[src/rtl/rx_frame_ctrl.sv]
// Receive frame sequencer: counts bytes per frame, closes on idle timeout or count saturation,
// and queues {byte count, ms stamp, 0.1 ms stamp} records. Optional: RX_FRAME_SECOND_STAMP_EN.
module rx_frame_ctrl #(
    parameter int FRAME_DEPTH = 8,
    parameter int PTR_W       = 3,
    parameter int CNT_W       = 12
) (
    input  logic                 clk,
    input  logic                 rst,
    input  logic                 p_Enable_i,
    input  logic                 p_FrameFunctionEnable_i,
    input  logic [15:0]          RxTimeOutSet_i,
    input  logic                 BaudSig_i,
    input  logic                 p_DataReceived_i,
    input  logic [11:0]          millisecond_stamp_i,
    input  logic [3:0]           acqurate_stamp_i,
`ifdef RX_FRAME_SECOND_STAMP_EN
    input  logic [31:0]          second_stamp_i,
    output logic [31:0]          frame_second_o,
`endif
    input  logic                 n_rd_frame_fifo_i,
    output logic [CNT_W+15:0]    frame_info_o,
    output logic                 p_FrameInfoValid_o,
    output logic [PTR_W:0]       FrameNum_o,
    output logic                 p_FrameOverflow_o,
    output logic                 p_FrameClosed_o
);

    localparam int REC_W = CNT_W + 16;
    localparam logic [CNT_W-1:0] CNT_ONE  = 1;
    localparam logic [CNT_W-1:0] CNT_LAST = {{(CNT_W-1){1'b1}}, 1'b0};

    typedef enum logic [2:0] {
        IDLE      = 3'b001,
        RECEIVING = 3'b010,
        CLOSE     = 3'b100
    } state_t;

    state_t             state;
    logic [CNT_W-1:0]   byte_cnt;
    logic [15:0]        idle_cnt;
    logic [15:0]        idle_nxt;
    logic [11:0]        ms_q;
    logic [3:0]         acq_q;
    logic               frame_en;
    logic               latch_stamp;

    logic [PTR_W:0]     wr_ptr;
    logic [PTR_W:0]     rd_ptr;
    logic [REC_W-1:0]   rec_mem [FRAME_DEPTH];
    logic               q_empty;
    logic               q_full;
    logic               push_req;
    logic               do_push;
    logic               do_pop;

    assign frame_en    = p_Enable_i & p_FrameFunctionEnable_i;
    assign latch_stamp = frame_en & p_DataReceived_i;
    assign idle_nxt    = (idle_cnt == 16'hFFFF) ? idle_cnt : idle_cnt + 16'd1;

    always_ff @(posedge clk or negedge rst) begin
        if (!rst) begin
            state    <= IDLE;
            byte_cnt <= '0;
            idle_cnt <= '0;
        end else if (!frame_en) begin
            state    <= IDLE;
            byte_cnt <= '0;
            idle_cnt <= '0;
        end else begin
            case (state)
                IDLE: begin
                    if (p_DataReceived_i) begin
                        state    <= RECEIVING;
                        byte_cnt <= CNT_ONE;
                        idle_cnt <= '0;
                    end
                end
                RECEIVING: begin
                    // A byte in the same cycle as a baud tick restarts the idle gap.
                    if (p_DataReceived_i) begin
                        byte_cnt <= byte_cnt + CNT_ONE;
                        idle_cnt <= '0;
                        if (byte_cnt == CNT_LAST)
                            state <= CLOSE;
                    end else if (BaudSig_i) begin
                        idle_cnt <= idle_nxt;
                        if (RxTimeOutSet_i != 16'd0 && idle_nxt == RxTimeOutSet_i)
                            state <= CLOSE;
                    end
                end
                CLOSE: begin
                    idle_cnt <= '0;
                    if (p_DataReceived_i) begin
                        state    <= RECEIVING;
                        byte_cnt <= CNT_ONE;
                    end else begin
                        state    <= IDLE;
                        byte_cnt <= '0;
                    end
                end
                default: begin
                    state    <= IDLE;
                    byte_cnt <= '0;
                    idle_cnt <= '0;
                end
            endcase
        end
    end

    always_ff @(posedge clk or negedge rst) begin
        if (!rst) begin
            ms_q  <= '0;
            acq_q <= '0;
        end else if (latch_stamp) begin
            ms_q  <= millisecond_stamp_i;
            acq_q <= acqurate_stamp_i;
        end
    end

    assign q_empty  = (wr_ptr == rd_ptr);
    assign q_full   = (wr_ptr[PTR_W] != rd_ptr[PTR_W]) &&
                      (wr_ptr[PTR_W-1:0] == rd_ptr[PTR_W-1:0]);
    assign push_req = (state == CLOSE);
    assign do_pop   = !n_rd_frame_fifo_i && !q_empty;
    // A pop frees the slot the push writes into when full, so both happen on one edge.
    assign do_push  = push_req && (!q_full || do_pop);

    always_ff @(posedge clk or negedge rst) begin
        if (!rst) begin
            wr_ptr            <= '0;
            rd_ptr            <= '0;
            p_FrameOverflow_o <= 1'b0;
        end else begin
            if (do_push)
                wr_ptr <= wr_ptr + 1'b1;
            if (do_pop)
                rd_ptr <= rd_ptr + 1'b1;
            if (push_req && !do_push)
                p_FrameOverflow_o <= 1'b1;
        end
    end

    always_ff @(posedge clk) begin
        if (do_push)
            rec_mem[wr_ptr[PTR_W-1:0]] <= {byte_cnt, ms_q, acq_q};
    end

    assign frame_info_o       = q_empty ? '0 : rec_mem[rd_ptr[PTR_W-1:0]];
    assign p_FrameInfoValid_o = !q_empty;
    assign FrameNum_o         = wr_ptr - rd_ptr;
    assign p_FrameClosed_o    = (state == CLOSE);

`ifdef RX_FRAME_SECOND_STAMP_EN
    logic [31:0] sec_q;
    logic [31:0] sec_mem [FRAME_DEPTH];

    always_ff @(posedge clk or negedge rst) begin
        if (!rst)
            sec_q <= '0;
        else if (latch_stamp)
            sec_q <= second_stamp_i;
    end

    always_ff @(posedge clk) begin
        if (do_push)
            sec_mem[wr_ptr[PTR_W-1:0]] <= sec_q;
    end

    assign frame_second_o = q_empty ? '0 : sec_mem[rd_ptr[PTR_W-1:0]];
`endif

endmodule

[config.mk]
export PLATFORM = sky130hd
export DESIGN_NAME = rx_frame_ctrl
export DESIGN_NICKNAME = d
export VERILOG_FILES = /design/src/rtl/rx_frame_ctrl.sv
export SDC_FILE = /design/constraint.sdc
export NUM_CORES = 1
export LEC_CHECK = 0
export CAP_MARGIN = 10
export CORE_ASPECT_RATIO = 1.75
export CORE_MARGIN = 1.5
export CORE_UTILIZATION = 35
export CTS_CLUSTER_DIAMETER = 60
export DETAILED_ROUTE_END_ITERATION = 16
export DONT_BUFFER_PORTS = 1
export HOLD_SLACK_MARGIN = 0.06
export PLACE_DENSITY_LB_ADDON = 0.05
export SLEW_MARGIN = 0
export SYNTH_ARGS = -nofsm -noshare
export SYNTH_HDL_FRONTEND = slang
export SYNTH_SLANG_ARGS = --single-unit
[constraint.sdc]
create_clock -name clk -period 6 [get_ports clk]
set_input_delay 0.3 -clock clk [delete_from_list [all_inputs] [get_ports clk]]
set_output_delay 0.3 -clock clk [all_outputs]
set_load 0.005 [all_outputs]
==> tab_implementation.tex, run 1 <==
\begin{tabular}{lr}
\hline
Metric & Value \\
\hline
\multicolumn{2}{l}{\textbf{Synth}} \\
Sequential element share of the synthesized area & between 60\% and 70\% \\
Ys Warns & 0 \\
Post-synth EDFFs & between 200 and 250 \\
Post-Syn Area & between 10000 and 15000 um2 \\
Synthesized area divided by synthesized cell count & $\sim$15 um2 \\
Number of instances in the synthesized netlist & 775 \\
Number of synthesized register bits & 280 \\
Main flop type after synthesis & edfxtp\_1 \\
Share of flip-flops with an asynchronous set or reset after synthesis & $\sim$20\% \\
Post-Synthesis Net Count & roughly 820 \\
Netlist cell types & 62 \\
\multicolumn{2}{l}{\textbf{Routing}} \\
DRC errors left & 0 \\
Total wire length & approximately 30 mm \\
First-iteration detailed-routing DRC count & roughly 400 \\
Overall via count from detail\_route & a little under 7000 \\
Routed wirelength normalized by instance count & approximately 23 um \\
ANT nets after route & 0 \\
Number of optimization iterations in the first detailed-route pass & 4 \\
Average via count per standard cell & roughly 5.3 \\
\multicolumn{2}{l}{\textbf{Timing}} \\
Worst-Margin Slew & between 1 and 1.5 ns \\
Layout Skew & around 0.024 ns \\
Total negative slack & 0 ns \\
Period utilisation layout & a little under three fifths \\
Setup repair after global routing missed its margin & no \\
Worst path setup slack after routing & 2.66 ns \\
Max-slew violations & 0 \\
Setup violations, final & 0 \\
Highest attainable clock frequency & roughly 0.30 GHz \\
Clock period minus final worst setup slack & about 3.3 ns \\
Normalized max-slew margin & between 30 and 40\% \\
Final-report hold violation count & 0 \\
\multicolumn{2}{l}{\textbf{Placement}} \\
Number of buffers inserted by port buffering & 0 \\
RePlAce Congestion & 0.920 \\
DP HPWL & $\sim$18 mm \\
Post-Place Cell Area & around 13000 um2 \\
Pre-CTS worst setup slack & around 2.5 ns \\
Instance count after placement with tap cells included & 1207 \\
\multicolumn{2}{l}{\textbf{Layout}} \\
Commonest non-fill, non-tap cells in the layout & edfxtp\_1, nand2\_1, mux4\_2, dfrtp\_1, a21oi\_1 \\
Diode count & 0 \\
Layout-stage area growth over the synthesis result & 15.3\% \\
Final cell count without fillers & $\sim$1300 \\
Number of nets in the layout & 854 \\
Proportion of layout cells with a drive suffix above 1 & $\sim$20\% \\
Fill cells & 3133 \\
Final core utilization & about 41\% \\
Most common library cell in the layout ignoring fill and taps & edfxtp\_1 \\
Finished Cell Area & approximately 14000 um2 \\
\multicolumn{2}{l}{\textbf{Worst hold path}} \\
Hold wc startpoint & p\_DataReceived\_i \\
Endpoint, Worst Hold & idle\_cnt[6] \\
Worst hold path cell count & 3 \\
Type of the worst min-delay path & in -> reg \\
\multicolumn{2}{l}{\textbf{Floorplan}} \\
Floorplan core area & 33700 um2 \\
Row Count & slightly below 90 \\
Die area & between 30000 and 40000 um2 \\
Number of ports placed on the die boundary & between 70 and 80 \\
Die outline height & around 250 um \\
Initial standard-cell utilization of the core & 35.6\% \\
Die width & between 100 and 150 um \\
\multicolumn{2}{l}{\textbf{CTS}} \\
Number of buffers created by CTS & 29 \\
Post-CTS setup-driven buffer insertion count & 0 \\
Post-CTS clock slew at the launch and capture registers of the worst setup and hold paths & around 0.07 ns \\
Clock Sinks & 280 \\
Clock tree from TritonCTS & done \\
Number of levels the H-tree was split into & 1 \\
Number of buffers on the longest clock path & 3 \\
Post-CTS Resized & 0 \\
Clock latency of the later-clocked register in the worst-skew pair & around 0.57 ns \\
Root cell of the clock tree & clkbuf\_16 \\
\multicolumn{2}{l}{\textbf{Worst setup path}} \\
Type of element launching the critical path & flip-flop \\
Crit path max fanout & 33 \\
Critical path required time & 6.17 ns \\
Reg-to-reg critical path endpoint & rec\_mem[7][7] \\
Worst Path Arrival & between 3 and 4 ns \\
Critical path class & reg -> reg \\
Setup slack on the worst flop-to-flop path & around 2.7 ns \\
Crit. End Element & flip-flop \\
Worst reg-to-reg path cell count & 6 \\
Source of the worst register-to-register timing path & rd\_ptr[0] \\
\multicolumn{2}{l}{\textbf{Pwr}} \\
Power per standard cell area & between 300 and 400 nW/um2 \\
Max rail drop VDD & 0.239 mV \\
P\_leak & between 4 and 5 nW \\
\multicolumn{2}{l}{\textbf{GRT}} \\
Pin count of the biggest net entering global routing & 60 \\
Gr usage total & 17.5\% \\
Wire length of the first global-routing pass & $\sim$46 mm \\
Overflow after GRT & 0 \\
Via count of the first global-routing pass & 7513 \\
Number of antenna violations at the first check in global routing & 2 \\
\multicolumn{2}{l}{\textbf{Flow run}} \\
Max-capacitance violation count & 0 \\
\multicolumn{2}{l}{\textbf{Run status}} \\
Status & finished clean \\
\hline
\end{tabular}
==> layout make-up <==
type	instances	area (um2)	area share [%]
flip-flops and latches	280	8130	58.8
multi-input cells	441	3690	26.7
clock buffers	35	778	5.62
well taps	455	569	4.11
repair buffers	40	375	2.71
clock inverters	19	239	1.73
inverters	14	52.6	0.380
==> flip-flops by register name, indices dropped and copies added (netlist names) <==
name and cells:
wr_ptr 4, p_FrameOverflow_o 1, rd_ptr 4, idle_cnt 16, rec_mem 224, state 3
acq_q 4, ms_q 12, byte_cnt 12
==> cell families after synthesis <==
logic type	Yosys count	share of synthesized area (%)
multiplexers	74	12.2
AND/OR/NAND/NOR	218	9.42
adder cells (fa/ha/maj)	9	1.00
buffers and inverters	54	1.99
AO/OA/AOI/OAI	110	5.51
flip-flops	280	67.7
XOR/XNOR	30	2.19
==> what timing repair did <==
item	in CTS	in global routing
endpoints found under the setup margin	0	0
hold endpoints to repair	83	0
hold buffers	23	0
==> metal layers <==
metal | vias to the layer above | part of all wire [%] | GRT usage (%)
met5 | - | 0.033 | 0
met4 | 2 | 3.3 | 6.64
met3 | 62 | 4.4 | 3.06
met2 | 161 | 57 | 34.7
met1 | 3533 | 35 | 17.8
li1 | 3070 | - | -
==> synthesized netlist by cell type, types with 8 or more instances <==
library cell / count / area, um2
a21oi_1: 46 / 230
buf_1: 9 / 33.8
clkbuf_1: 21 / 78.8
dfrtp_1: 55 / 1380
edfxtp_1: 224 / 6730
ha_1: 8 / 100
inv_1: 14 / 52.6
mux2_2: 18 / 203
mux4_2: 56 / 1260
nand2_1: 101 / 379
nand3_1: 13 / 65.1
nand4_1: 14 / 87.6
nor2_1: 22 / 82.6
nor3_1: 13 / 65.1
nor4_1: 10 / 62.6
o21ai_0: 30 / 150
xnor2_1: 14 / 123
xor2_1: 16 / 140
==> worst max-delay path, stage by stage (launching register included) <==
cell	delay, ns
dfrtp_4	0.87
ha_1	0.37
and3_1	0.22
nand3_1	0.11
and2_0	0.27
nand2_1	0.22
nor2_4	0.86
==> metrics by stage <==
step | hold WS (ns) | power (mW)
4_1_cts | 0.0703 | 5.33
2_1_floorplan | 0.00441 | 3.03
5_1_grt | 0.0700 | 5.46
3_3_place_gp | 0.00624 | 3.35
6_report | 0.0986 | 5.22
3_5_place_dp | 0.00623 | 3.36
==> report_power, final <==
group	switching, mW	leakage (nW)	internal (mW)
registers	0.146	2.95	2.18
logic	0.539	1.40	0.431
clock network	0.780	0.502	1.14
total	1.47	4.86	3.75
==> how the worst max path moves through the flow <==
stage	start	end	slack (ns)	cells after the start
floorplan	rd_ptr[1]	rec_mem[1][0]	1.0	8
global placement	rd_ptr[0]	rec_mem[7][14]	2.60	6
detailed placement	rd_ptr[0]	rec_mem[7][11]	2.55	6
CTS	rd_ptr[2]	frame_info_o[16]	2.48	6
global route	rd_ptr[0]	rec_mem[7][10]	2.35	6
finish	rd_ptr[0]	rec_mem[7][7]	2.66	6
Note: power is estimated with default switching activity, not from simulation.
==> run 2, diff against run 1 <==
==> constraint.sdc (replaced) <==
create_clock -name clk -period 3.1 [get_ports clk]
set_input_delay 0.155 -clock clk [delete_from_list [all_inputs] [get_ports clk]]
set_output_delay 0.155 -clock clk [all_outputs]
set_load 0.005 [all_outputs]
==> run 2 against run 1 <==
Worst hold slack lost 0.0022 ns. Critical endpoint is now state[2]. First-iteration DRC count shrank 7.2%. Die area is the same. Register-to-register slack lost 2.5 ns. Routed wire length grew 6.5%. Clock skew shrank 0.014 ns. Sequential cell count is the same.
==> tab_implementation.tex, run 2 (synthesis results as in run 1) <==
\begin{tabular}{lr}
\hline
Metric & Value \\
\hline
\multicolumn{2}{l}{\textbf{Layout}} \\
Proportion of layout cells with a drive suffix above 1 & 23.2\% (was 19.8\%) \\
Commonest non-fill, non-tap cells in the layout & edfxtp\_1, nand2\_1, mux4\_2, dfrtp\_1, a21oi\_1 (unchanged) \\
Most common library cell in the layout ignoring fill and taps & edfxtp\_1 (unchanged) \\
Number of nets in the layout & 894 (was 854) \\
Max reg flops & 224 (unchanged) \\
Diode count & 0 (unchanged) \\
Layout-stage area growth over the synthesis result & 18.8\% (was 15.3\%) \\
\multicolumn{2}{l}{\textbf{Routing}} \\
Number of optimization iterations in the first detailed-route pass & 5 (was 4) \\
Routed wirelength normalized by instance count & 24.1 um (was 23.3 um) \\
DRC errors left & 0 (unchanged) \\
Average via count per standard cell & 5.31 (was 5.32) \\
ANT nets after route & 0 (unchanged) \\
Total wire length & 31.9 mm (was 29.9 mm) \\
First-iteration detailed-routing DRC count & 373 (was 402) \\
Overall via count from detail\_route & 7024 (was 6828) \\
\multicolumn{2}{l}{\textbf{Worst setup path}} \\
Critical path class & reg -> reg (unchanged) \\
Worst Path Arrival & 3.41 ns (was 3.51 ns) \\
Crit path max fanout & 6 (was 33) \\
Crit. End Element & flip-flop (unchanged) \\
Type of element launching the critical path & flip-flop (unchanged) \\
Critical path required time & 3.56 ns (was 6.17 ns) \\
\multicolumn{2}{l}{\textbf{CTS}} \\
Post-CTS clock slew at the launch and capture registers of the worst setup and hold paths & 0.06 ns (was 0.07 ns) \\
Clock latency of the later-clocked register in the worst-skew pair & 0.54 ns (was 0.57 ns) \\
Root cell of the clock tree & clkbuf\_16 (unchanged) \\
Post-CTS setup-driven buffer insertion count & 0 (unchanged) \\
Clock tree from TritonCTS & done (unchanged) \\
Clock Sinks & 280 (unchanged) \\
Number of levels the H-tree was split into & 1 (unchanged) \\
Number of buffers created by CTS & 29 (unchanged) \\
Number of buffers on the longest clock path & 3 (unchanged) \\
\multicolumn{2}{l}{\textbf{Placement}} \\
Pre-CTS worst setup slack & 0.157 ns (was 2.55 ns) \\
DP HPWL & 20.3 mm (was 18.3 mm) \\
Number of buffers inserted by port buffering & 0 (unchanged) \\
RePlAce Congestion & 0.927 (was 0.920) \\
\multicolumn{2}{l}{\textbf{Floorplan}} \\
Floorplan core area & 33700 um2 (unchanged) \\
Die area & 35500 um2 (unchanged) \\
Initial standard-cell utilization of the core & 35.6\% (unchanged) \\
Row Count & 89 (unchanged) \\
Die outline height & 248 um (unchanged) \\
Die width & 143 um (unchanged) \\
Number of ports placed on the die boundary & 74 (unchanged) \\
\multicolumn{2}{l}{\textbf{Pwr}} \\
Power per standard cell area & 706 nW/um2 (was 377 nW/um2) \\
Max rail drop VDD & 0.543 mV (was 0.239 mV) \\
Overall power & 10.1 mW (was 5.22 mW) \\
P\_leak & 5.08 nW (was 4.86 nW) \\
\multicolumn{2}{l}{\textbf{Timing}} \\
Total negative slack & 0 ns (unchanged) \\
Normalized max-slew margin & 34.6\% (was 30.0\%) \\
Layout Skew & 0.00993 ns (was 0.0239 ns) \\
Worst-Margin Slew & 0.981 ns (was 1.05 ns) \\
Period utilisation layout & 95.1\% (was 55.7\%) \\
Final-report hold violation count & 0 (unchanged) \\
Highest attainable clock frequency & 0.339 GHz (was 0.299 GHz) \\
Setup violations, final & 0 (unchanged) \\
Clock period minus final worst setup slack & 2.95 ns (was 3.34 ns) \\
Setup repair after global routing missed its margin & no (unchanged) \\
Worst path setup slack after routing & 0.152 ns (was 2.66 ns) \\
Max-slew violations & 0 (unchanged) \\
\multicolumn{2}{l}{\textbf{Worst hold path}} \\
Type of the worst min-delay path & in -> reg (unchanged) \\
\multicolumn{2}{l}{\textbf{GRT}} \\
Gr usage total & 18.6\% (was 17.5\%) \\
Number of antenna violations at the first check in global routing & 0 (was 2) \\
Via count of the first global-routing pass & 7602 (was 7513) \\
Pin count of the biggest net entering global routing & 60 (unchanged) \\
Overflow after GRT & 0 (unchanged) \\
Wire length of the first global-routing pass & 47.9 mm (was 45.6 mm) \\
\multicolumn{2}{l}{\textbf{Run status}} \\
Status & finished clean (unchanged) \\
\multicolumn{2}{l}{\textbf{Flow run}} \\
Max-capacitance violation count & 0 (unchanged) \\
\hline
\end{tabular}
==> run 2: layout make-up <==
| type | count | area [um2] |
|---|---|---|
| multi-input combinational | 441 | 3750 |
| clock buffer | 32 | 737 |
| inverter | 14 | 52.6 |
| sequential | 280 | 8130 |
| clock inverter | 21 | 245 |
| tap | 455 | 569 |
| fill | 3095 | 19500 |
| timing repair buffer | 80 | 781 |
==> run 2: worst paths after layout <==
path,from,to,slack (ns),depth (start not counted)
worst max-delay path,idle_cnt[0],state[2],0.15,9
worst min-delay path,p_DataReceived_i,state[2],0.1,3
worst max register to register,idle_cnt[0],state[2],0.15,9
worst min register to register,wr_ptr[3],wr_ptr[3],0.49,1
max in group asynchronous,rst,rd_ptr[0],2.62,2
min in group asynchronous,rst,idle_cnt[2],0.11,2
==> run 2: where the power goes <==
part / switching [mW] / leakage (nW) / total [mW] / internal (mW)
Sequential: 0.125 / 2.95 / 4.34 / 4.21
Combinational: 1.25 / 1.65 / 2.13 / 0.881
Clock: 1.47 / 0.481 / 3.60 / 2.14
Total: 2.84 / 5.08 / 10.1 / 7.23
==> run 2: timing repair <==
item,4_1_cts,5_1_grt
hold endpoints to repair,86,0
pin swaps,0,0
gates resized for setup,1,2
hold buffers,27,0
setup endpoints to repair,11,12
==> run 2: per-stage QoR <==
step / utilization (%) / area, um2 / hold WS [ns] / std cells
final: 42.3 / 14300 / 0.0964 / 1323
after global routing: 42.3 / 14300 / 0.0815 / 1323
after CTS: 42.3 / 14300 / 0.0632 / 1323
after detailed placement: 38.5 / 13000 / -0.138 / 1243
after global placement: 38.5 / 13000 / -0.138 / 1243
after floorplan: - / 12100 / -0.141 / 775
==> run 2: worst max-delay path: stages (launching register included) <==
cell and delay (ns):
dfrtp_1 0.39, ha_1 0.25, and3_2 0.29, buf_4 0.15
a32oi_1 0.17, a31oi_1 0.07, a311o_1 0.33, or4_1 0.42
or4_4 0.57, a211oi_2 0.22
==> run 2: layer usage <==
layer / global-route usage, % / share of wire [%] / vias up
li1: - / - / 3147
met1: 20.4 / 37 / 3667
met2: 34.8 / 55 / 148
met3: 3.02 / 3.7 / 62
met4: 8.40 / 4.3 / 0
met5: 0 / 0 / -
==> run 3, diff against run 2 <==
==> constraint.sdc (replaced) <==
create_clock -name clk -period 2.5 [get_ports clk]
set_input_delay 0.125 -clock clk [delete_from_list [all_inputs] [get_ports clk]]
set_output_delay 0.125 -clock clk [all_outputs]
set_load 0.005 [all_outputs]
==> run 3 against run 2 <==
The run now ends with negative setup slack left. Combinational power is 29% higher. Worst hold slack worse by 0.013 ns. Sequential cell count stayed put. Largest power group unchanged. Highest routed layer unchanged.
==> tab_implementation.tex, run 3 (synthesis results as in run 1) <==
\begin{tabular}{lr}
\hline
Metric & Value \\
\hline
\multicolumn{2}{l}{\textbf{Run status}} \\
Status & finished, violations left (was finished clean) \\
Violations in the final reports & negative setup slack \\
\multicolumn{2}{l}{\textbf{Routing}} \\
First-iteration detailed-routing DRC count & 461 (was 373) \\
Routed wirelength normalized by instance count & 23.5 um (was 24.1 um) \\
Overall via count from detail\_route & 7175 (was 7024) \\
Number of optimization iterations in the first detailed-route pass & 4 (was 5) \\
DRC errors left & 0 (unchanged) \\
Average via count per standard cell & 5.27 (was 5.31) \\
Total wire length & 32.0 mm (was 31.9 mm) \\
ANT nets after route & 0 (unchanged) \\
\multicolumn{2}{l}{\textbf{Worst hold path}} \\
Type of the worst min-delay path & in -> reg (unchanged) \\
Hold wc startpoint & p\_DataReceived\_i (unchanged) \\
\multicolumn{2}{l}{\textbf{Worst setup path}} \\
CP Capture Point & state[2] (unchanged) \\
Delay contributed by the slowest stage of the critical path & 0.48 ns (was 0.57 ns) \\
Worst Path Arrival & 3.06 ns (was 3.41 ns) \\
Worst Setup SP & idle\_cnt[9] (was idle\_cnt[0]) \\
Type of element launching the critical path & flip-flop (unchanged) \\
Crit path max fanout & 8 (was 6) \\
Worst reg-to-reg path cell count & 8 (was 9) \\
Source of the worst register-to-register timing path & idle\_cnt[9] (was idle\_cnt[0]) \\
Critical path class & reg -> reg (unchanged) \\
Setup slack on the worst flop-to-flop path & -0.1 ns (was 0.15 ns) \\
Highest-delay cell along the critical path & or4\_4 (unchanged) \\
Critical path required time & 2.97 ns (was 3.56 ns) \\
Reg-to-reg critical path endpoint & state[2] (unchanged) \\
Crit. End Element & flip-flop (unchanged) \\
CP cell instances & and4\_4 -> buf\_4 -> a32oi\_1 -> a31oi\_1 -> a311o\_1 -> or4\_1 -> or4\_4 -> a211oi\_2 (was ha\_1 -> and3\_2 -> buf\_4 -> a32oi\_1 -> a31oi\_1 -> a311o\_1 -> or4\_1 -> or4\_4 -> a211oi\_2) \\
\multicolumn{2}{l}{\textbf{Flow run}} \\
Max-capacitance violation count & 0 (unchanged) \\
\multicolumn{2}{l}{\textbf{Pwr}} \\
Part of the total power dissipated in sequential elements & 42.1\% (was 43.1\%) \\
Cell internal pwr & 9.21 mW (was 7.23 mW) \\
P\_leak & 5.34 nW (was 5.08 nW) \\
Max rail drop VDD & 0.491 mV (was 0.543 mV) \\
Sw Share & 28.2\% (about the same) \\
Logic pwr share & 21.4\% (was 21.2\%) \\
Power per standard cell area & 863 nW/um2 (was 706 nW/um2) \\
Sw Pwr & 3.61 mW (was 2.84 mW) \\
Overall power & 12.8 mW (was 10.1 mW) \\
Proportion of power drawn by the clock network & 36.5\% (was 35.8\%) \\
\multicolumn{2}{l}{\textbf{CTS}} \\
Number of buffers on the longest clock path & 3 (unchanged) \\
Clock latency of the later-clocked register in the worst-skew pair & 0.55 ns (was 0.54 ns) \\
Number of buffers created by CTS & 28 (was 29) \\
Post-CTS clock slew at the launch and capture registers of the worst setup and hold paths & 0.07 ns (was 0.06 ns) \\
Root cell of the clock tree & clkbuf\_16 (unchanged) \\
Clock Sinks & 280 (unchanged) \\
Clock tree from TritonCTS & done (unchanged) \\
Number of levels the H-tree was split into & 1 (unchanged) \\
\multicolumn{2}{l}{\textbf{GRT}} \\
Wire length of the first global-routing pass & 48.5 mm (was 47.9 mm) \\
Via count of the first global-routing pass & 8027 (was 7602) \\
Busiest layer in global routing & met2 (unchanged) \\
Met1 Track Usage GR & 20.0\% (was 20.4\%) \\
Met2 Use GR & 36.4\% (was 34.8\%) \\
Overflow after GRT & 0 (unchanged) \\
Gr usage total & 18.8\% (was 18.6\%) \\
Met3 global-route usage & 3.09\% (was 3.02\%) \\
Number of antenna violations at the first check in global routing & 0 (unchanged) \\
Pin count of the biggest net entering global routing & 60 (unchanged) \\
\multicolumn{2}{l}{\textbf{Timing}} \\
Period utilisation layout & 104\% (was 95.1\%) \\
Setup repair after global routing missed its margin & yes (was no) \\
Highest attainable clock frequency & 0.385 GHz (was 0.339 GHz) \\
Total negative slack & -0.162 ns (was 0 ns) \\
Final-report hold violation count & 0 (unchanged) \\
Clock period minus final worst setup slack & 2.60 ns (was 2.95 ns) \\
Minimum hold slack & 0.0833 ns (was 0.0964 ns) \\
Setup violations, final & 2 (was 0) \\
Worst-Margin Slew & 0.633 ns (was 0.981 ns) \\
Layout Skew & 0.0204 ns (was 0.00993 ns) \\
Normalized max-slew margin & 57.4\% (was 34.6\%) \\
Max-slew violations & 0 (unchanged) \\
Worst path setup slack after routing & -0.0954 ns (was 0.152 ns) \\
\multicolumn{2}{l}{\textbf{Placement}} \\
RePlAce Congestion & 1.01 (was 0.927) \\
Pre-CTS worst setup slack & -0.206 ns (was 0.157 ns) \\
Instance count after placement with tap cells included & 1275 (was 1243) \\
DP HPWL & 19.7 mm (was 20.3 mm) \\
Number of buffers inserted by port buffering & 0 (unchanged) \\
\multicolumn{2}{l}{\textbf{Layout}} \\
Diode count & 0 (unchanged) \\
Most common library cell in the layout ignoring fill and taps & edfxtp\_1 (unchanged) \\
Number of nets in the layout & 932 (was 894) \\
Layout-stage area growth over the synthesis result & 23.7\% (was 18.8\%) \\
Commonest non-fill, non-tap cells in the layout & edfxtp\_1, nand2\_1, buf\_4, mux4\_2, dfrtp\_1 (was edfxtp\_1, nand2\_1, mux4\_2, dfrtp\_1, a21oi\_1) \\
Proportion of layout cells with a drive suffix above 1 & 30.7\% (was 23.2\%) \\
Fill cells & 3044 (was 3095) \\
Final cell count without fillers & 1361 (was 1323) \\
Max reg flops & 224 (unchanged) \\
\multicolumn{2}{l}{\textbf{Floorplan}} \\
Row Count & 89 (unchanged) \\
Die area & 35500 um2 (unchanged) \\
Die outline height & 248 um (unchanged) \\
Floorplan core area & 33700 um2 (unchanged) \\
Number of ports placed on the die boundary & 74 (unchanged) \\
Die width & 143 um (unchanged) \\
Initial standard-cell utilization of the core & 35.6\% (unchanged) \\
\hline
\end{tabular}
## run 3: cell types whose count changed in the layout (fill, tap and decap cells not counted), sizes merged
cell / delta
buf: +36
bufinv: +1
clkbuf: +2
clkinv: -5
dlygate4sd3: +2
inv: +2
## run 3: per-layer routing
metal / part of all wire (%) / wire length, um / vias up
li1: - / - / 3227
met1: 36 / 11600 / 3721
met2: 56 / 18000 / 162
met3: 4.3 / 1380 / 65
met4: 3.4 / 1090 / 0
met5: 0 / 0 / -
## run 3: what timing repair did
action / in CTS / in global routing
endpoints found under the setup margin: 32 / 11
resized for setup: 15 / 19
setup buffers: 4 / 1
pin swaps: 1 / 3
gates cloned: 0 / 0
hold endpoints to repair: 99 / 0
hold buffers: 29 / 0
## run 3: power groups by stage
stage / sequential [mW] / clock [mW] / combinational [mW]
after CTS: 5.40 / 4.80 / 2.83
after floorplan: 5.49 / 0 / 1.94
final: 5.40 / 4.68 / 2.74
after global placement: 5.48 / 0 / 2.69
after global routing: 5.43 / 4.95 / 3.01
after detailed placement: 5.50 / 0 / 2.73
## run 3: worst max-delay path: cells and delay by family (launching register included)
kind	cells	cell delay (ns)
AO/OA/AOI/OAI	4	0.78
buffers and inverters	1	0.17
flip-flops	1	0.44
AND/OR/NAND/NOR	3	1.12
## run 3: cell type report
type	instances	area, um2	area share (%)
Clock inverter	19	277	1.86
Tap cell	455	569	3.83
Multi-Input combinational cell	441	3920	26.4
Sequential cell	280	8140	54.8
Clock buffer	33	761	5.12
Timing Repair Buffer	119	1120	7.56
Inverter	14	55.1	0.371
## run 3: metrics by stage
| stage | util, % | cell area (um2) |
|---|---|---|
| after global placement | 39.5 | 13300 |
| final | 44.0 | 14900 |
| after detailed placement | 39.5 | 13300 |
| after floorplan | - | 12200 |
| after CTS | 43.8 | 14800 |
| after global routing | 44.0 | 14900 |
## run 3: worst min-delay path by stage
stage	endpoint	cells past startpoint
after floorplan	acq_q[0]	0
after CTS	state[2]	3
after detailed placement	byte_cnt[0]	0
after global placement	byte_cnt[0]	0
final	state[2]	3
after global routing	state[2]	5
